$ cat src/rtl/iter_shifter_pkg.sv
// Shared constants for the iterative operand shifter: shift-type codes,
// FSM state encoding and the clamp limits for over-range shift amounts.
package iter_shifter_pkg;

    localparam logic [1:0] SH_LSL = 2'b00;
    localparam logic [1:0] SH_LSR = 2'b01;
    localparam logic [1:0] SH_ASR = 2'b10;
    localparam logic [1:0] SH_ROR = 2'b11;

    // One step beyond the data width flushes the carry to zero for logical shifts;
    // arithmetic shifts saturate at the width because further steps change nothing.
    localparam int SH_MAX_LSR = 33;
    localparam int SH_MAX_ASR = 32;

    typedef enum logic [1:0] {
        ST_IDLE  = 2'b00,
        ST_SHIFT = 2'b01,
        ST_DONE  = 2'b10
    } state_e;

endpackage

$ cat src/rtl/iter_shifter_shift_step.sv
// Single-bit shift step: one iteration of LSL/LSR/ASR/ROR plus the bit
// shifted out, which becomes the shifter carry.
module shift_step
    import iter_shifter_pkg::*;
#(
    parameter int WIDTH = 32
) (
    input  logic [1:0]       type_i,
    input  logic [WIDTH-1:0] d_i,
    output logic [WIDTH-1:0] d_o,
    output logic             carry_o
);

    always_comb begin
        d_o     = d_i;
        carry_o = d_i[0];
        case (type_i)
            SH_LSL: begin
                carry_o = d_i[WIDTH-1];
                d_o     = {d_i[WIDTH-2:0], 1'b0};
            end
            SH_LSR: d_o = {1'b0, d_i[WIDTH-1:1]};
            SH_ASR: d_o = {d_i[WIDTH-1], d_i[WIDTH-1:1]};
            SH_ROR: d_o = {d_i[0], d_i[WIDTH-1:1]};
            default: d_o = d_i;
        endcase
    end

endmodule

$ cat src/rtl/iter_shifter.sv
// Multi-cycle replacement for a barrel shifter feeding ALU operand B: shifts
// one bit per clock under a small FSM, with ready/valid on both sides.
module iter_shifter
    import iter_shifter_pkg::*;
#(
    parameter int WIDTH = 32,
    parameter int AMT_W = 8
) (
    input  logic             clk,
    input  logic             rst_n,
    input  logic             in_valid,
    output logic             in_ready,
    input  logic [WIDTH-1:0] in_data,
    input  logic [1:0]       in_type,
    input  logic [AMT_W-1:0] in_amt,
    input  logic             in_cf,
    output logic             out_valid,
    input  logic             out_ready,
    output logic [WIDTH-1:0] out_data,
    output logic             out_carry
);

    localparam int CNT_W = 6;

    state_e           state_q, state_d;
    logic [WIDTH-1:0] data_q, data_d;
    logic             carry_q, carry_d;
    logic [1:0]       type_q, type_d;
    logic [CNT_W-1:0] count_q, count_d;

    logic [CNT_W-1:0] effAmt;
    logic             rorMultiple;
    logic [WIDTH-1:0] stepData;
    logic             stepCarry;

    shift_step #(.WIDTH(WIDTH)) u_step (
        .type_i  (type_q),
        .d_i     (data_q),
        .d_o     (stepData),
        .carry_o (stepCarry)
    );

    // Clamping the step count is what produces the ARM over-range results for free.
    always_comb begin
        effAmt = '0;
        case (in_type)
            SH_LSL, SH_LSR: effAmt = (in_amt > AMT_W'(SH_MAX_LSR)) ? CNT_W'(SH_MAX_LSR)
                                                                   : CNT_W'(in_amt);
            SH_ASR:         effAmt = (in_amt > AMT_W'(SH_MAX_ASR)) ? CNT_W'(SH_MAX_ASR)
                                                                   : CNT_W'(in_amt);
            SH_ROR:         effAmt = CNT_W'(in_amt[4:0]);
            default:        effAmt = '0;
        endcase
    end

    // A rotate by a non-zero multiple of 32 takes no steps but still reports bit 31.
    assign rorMultiple = (in_type == SH_ROR) && (in_amt != '0) && (in_amt[4:0] == 5'd0);

    always_comb begin
        state_d = state_q;
        data_d  = data_q;
        carry_d = carry_q;
        type_d  = type_q;
        count_d = count_q;
        case (state_q)
            ST_IDLE: begin
                if (in_valid) begin
                    data_d  = in_data;
                    type_d  = in_type;
                    count_d = effAmt;
                    carry_d = rorMultiple ? in_data[WIDTH-1] : in_cf;
                    state_d = (effAmt != '0) ? ST_SHIFT : ST_DONE;
                end
            end
            ST_SHIFT: begin
                data_d  = stepData;
                carry_d = stepCarry;
                count_d = count_q - CNT_W'(1);
                if (count_q == CNT_W'(1)) begin
                    state_d = ST_DONE;
                end
            end
            ST_DONE: begin
                if (out_ready) begin
                    state_d = ST_IDLE;
                end
            end
            default: state_d = ST_IDLE;
        endcase
    end

    always_ff @(posedge clk or negedge rst_n) begin
        if (!rst_n) begin
            state_q <= ST_IDLE;
            data_q  <= '0;
            carry_q <= 1'b0;
            type_q  <= SH_LSL;
            count_q <= '0;
        end else begin
            state_q <= state_d;
            data_q  <= data_d;
            carry_q <= carry_d;
            type_q  <= type_d;
            count_q <= count_d;
        end
    end

    assign in_ready  = (state_q == ST_IDLE);
    assign out_valid = (state_q == ST_DONE);
    assign out_data  = data_q;
    assign out_carry = carry_q;

endmodule

$ cat config.mk
export PLATFORM = sky130hd
export DESIGN_NAME = iter_shifter
export DESIGN_NICKNAME = d
export VERILOG_FILES = /design/src/rtl/iter_shifter_pkg.sv /design/src/rtl/iter_shifter_shift_step.sv /design/src/rtl/iter_shifter.sv
export SDC_FILE = /design/constraint.sdc
export NUM_CORES = 1
export LEC_CHECK = 0
export ABC_AREA = 1
export BUFFER_PORTS_ARGS = -buffer_cell sky130_fd_sc_hd__clkbuf_2
export CAP_MARGIN = 20
export CELL_PAD_IN_SITES_DETAIL_PLACEMENT = 1
export CELL_PAD_IN_SITES_GLOBAL_PLACEMENT = 2
export CORE_MARGIN = 3
export CORE_UTILIZATION = 29
export CTS_BUF_LIST = sky130_fd_sc_hd__clkbuf_8
export DETAILED_ROUTE_END_ITERATION = 10
export PLACE_DENSITY_LB_ADDON = 0.3
export SLEW_MARGIN = 10
export SYNTH_ARGS = -nofsm -noshare
export SYNTH_HDL_FRONTEND = slang
export SYNTH_SLANG_ARGS = --single-unit
$ cat constraint.sdc
create_clock -name clk -period 1.9 [get_ports clk]
set_clock_uncertainty 0.1 [all_clocks]
set_input_delay 0.19 -clock clk [delete_from_list [all_inputs] [get_ports clk]]
set_output_delay 0.19 -clock clk [all_outputs]
set_load 0.01 [all_outputs]
==> results.md <==
* Post_cts resized at 0
* Post-route antenna net violation count at 0
* Vert. Die Dim at 100.9 microns
* Setup violators final at 0
* HPWL Detailed at 5.918 mm
* DIE AREA at 10,190 sq um
* Drt drc at 0
* PortBufs at 81
* Total leakage power at 1.647 nW
* Startpoint Class: flop
* Tot GR Track Use at 0.1640
* Total iterations of the first detailed-routing run at 4
* Maxcap violations at 0
* Initial detailed-routing violation count at 89
* Vias post-DR at 2,641
* Vias in the first global route at 2,700
* Total CTS buffers at 5
* Clock root cell: clkbuf_8
* Fmax at 620.4 MHz
* Global-route wire length before repair at 13.39 mm
* Critical Path AT at 1.72 ns
* Worst skew pair latency at 0.30 ns
* Core area at 8721 sq um
* H-tree lvl count at 2
* Crit. End Element: flop
* Crit path required time at 2.01 ns
* Vias/cell at 5.030
* Initial Utilization at 0.2997
* Cells after Synth at 340
* Hold_buf cts at 1
* Fin crit share at 0.8483
* Max_slew headroom at 0.7446
* Max VDD drop at 0.0004987 V
* Setup bufs post-CTS at 0
* Setup TNS at 0 ns
* Avg Inst Size Synth at 7.688 sq um
* Crit Path Max Fanout at 70
* Min Tclk post-route at 1.612 ns
* Slew Limit Fails at 0
* Setup slack after layout at 0.2882 ns
* Pin count of the biggest net entering global routing at 71
* Initial antenna violation count at 0
* Fill cells at 1,110
* Final #Nets at 466
* Layout cells sized above 1 at 0.2446
* Clock Path Buffers at 2
* Total clock sinks at 43
* DRT Wirelength at 8.148 mm
* Diode count at 0
* GP Congestion at 0.8094
* Area delta synth->final at 23.17%
* # rows at 34
* HP Class: in -> reg
* Slew @ Worst Pin at 0.3831 ns
* Seq cells post-synth at 43
* Min Hold Slack at 0.02344 ns
* GRT Residual Overflow at 0
* Post-Syn Area at 2614 sq um
* Placement-stage worst setup slack at 0.2975 ns
* Crit path kind: reg -> reg
* CTS tree: yes
* Synth warn at 0
* Chip Width at 100.9 microns
* Status: completed
* Drt wl/cell at 15.52 microns
* I/O Pins at 82
* Clock-pin slew on the worst setup and hold paths at 0.09 ns
* Pwr Density at 1820 nW/um^2
* Syn nets at 389
* Final Hold Viols at 0
* RSZ-0062 raised after global routing: no
* Placed cell count at 517
* Sequential element share of the synthesized area at 0.4117
* Yosys cell types at 27
* Fin cells at 525
==> worst max-delay path, stage by stage (launching register included) <==
cell,delay (ns)
dfrtp_1,0.43
nor2_4,0.25
inv_2,0.10
buf_12,0.21
a21oi_1,0.15
o21ai_0,0.10
a22oi_1,0.16
==> cells in the final DEF, fill, tap and decap left out <==
master         instances
o221ai_1               1
dlygate4sd3_1          1
dfrtp_1               43
inv_6                  1
a21oi_2                1
clkbuf_8               5
buf_12                 2
a22oi_1               31
bufinv_16              1
a2bb2oi_1              1
nand2_1               30
nor2_1                16
nor2_4                 2
clkbuf_2              81
nand2_4                1
buf_4                  5
nand3_1                9
inv_1                 54
xor2_1                 2
nand4_1                3
o21ai_0               79
inv_2                  2
a21oi_1               38
a31oi_1                3
ha_1                   2
a21boi_0               1
nand2_2                1
o211ai_1               1
==> Yosys cell counts (all sizes together) <==
cell     count  area share
a21boi       1      0.0029
o21ai       79        0.15
a22oi       31       0.089
o221ai       1      0.0034
a31oi        3      0.0072
a2bb2oi      1      0.0034
nor2        18       0.029
clkbuf       8       0.012
nand4        3      0.0072
inv         56       0.082
o211ai       1      0.0029
xor2         2      0.0067
buf         11       0.039
ha           2      0.0096
a21oi       39       0.076
dfrtp       43        0.41
nand2       32       0.050
nand3        9       0.017
==> final timing paths <==
kind	cells after the start	endpoint	slack (ns)	startpoint
max	6	out_data[21]	0.29	state_q[1]
min	4	state_q[1]	0.02	out_ready
max reg2reg	6	out_data[21]	0.29	state_q[1]
min reg2reg	2	count_q[5]	0.47	count_q[5]
max in group asynchronous	3	out_data[9]	0.98	rst_n
min in group asynchronous	2	out_data[23]	0.23	rst_n
==> logic make-up (layout without fill, tap and decap cells) <==
| logic type | after synthesis | count (layout) | synth area share |
|---|---|---|---|
| compound gates | 156 | 156 | 0.3360 |
| buf+inv | 75 | 152 | 0.1331 |
| simple gates | 62 | 62 | 0.1029 |
| flops | 43 | 43 | 0.4117 |
| fa+ha+maj | 2 | 2 | 0.009572 |
| xor+xnor | 2 | 2 | 0.006703 |
==> registers in the layout (all words and copies together), names as in the netlist <==
register	cells
state_q	2
out_data	32
out_carry	1
count_q	6
type_q	2
==> power breakdown <==
part           switching [W]  total (W)  internal [W]  leakage [nW]
registers           0.000421    0.00184       0.00142         0.509
clock network       0.000325   0.000706      0.000381        0.0554
logic                0.00208    0.00331       0.00123          1.08
==> cell type report <==
type | instances | area, sq um | area share
Multi-Input combinational cell | 222 | 1197 | 0.3719
Sequential cell | 43 | 1076 | 0.3342
Timing Repair Buffer | 89 | 493.0 | 0.1531
Inverter | 56 | 215.2 | 0.06685
Tap cell | 108 | 135.1 | 0.04197
Clock buffer | 5 | 68.82 | 0.02138
Clock inverter | 2 | 33.78 | 0.01049
==> metal layers <==
metal / vias up / wire length, microns / part of all wire / global-route usage
li1: 1315 / - / - / -
met1: 1263 / 3740 / 0.46 / 0.2255
met2: 55 / 3955 / 0.49 / 0.2689
met3: 8 / 333 / 0.041 / 0.02353
met4: 0 / 118 / 0.014 / 0.04499
met5: - / 0 / 0 / 0
==> per-stage QoR <==
step	total power, W	utilization	instance area [sq um]
finish	0.005858	0.3692	3219
floorplan	0.004168	-	2614
CTS	0.005944	0.3692	3219
global route	0.006492	0.3692	3219
detailed placement	0.005204	0.3562	3107
global placement	0.005123	0.3562	3107
Note: power is estimated with default switching activity, not from simulation.
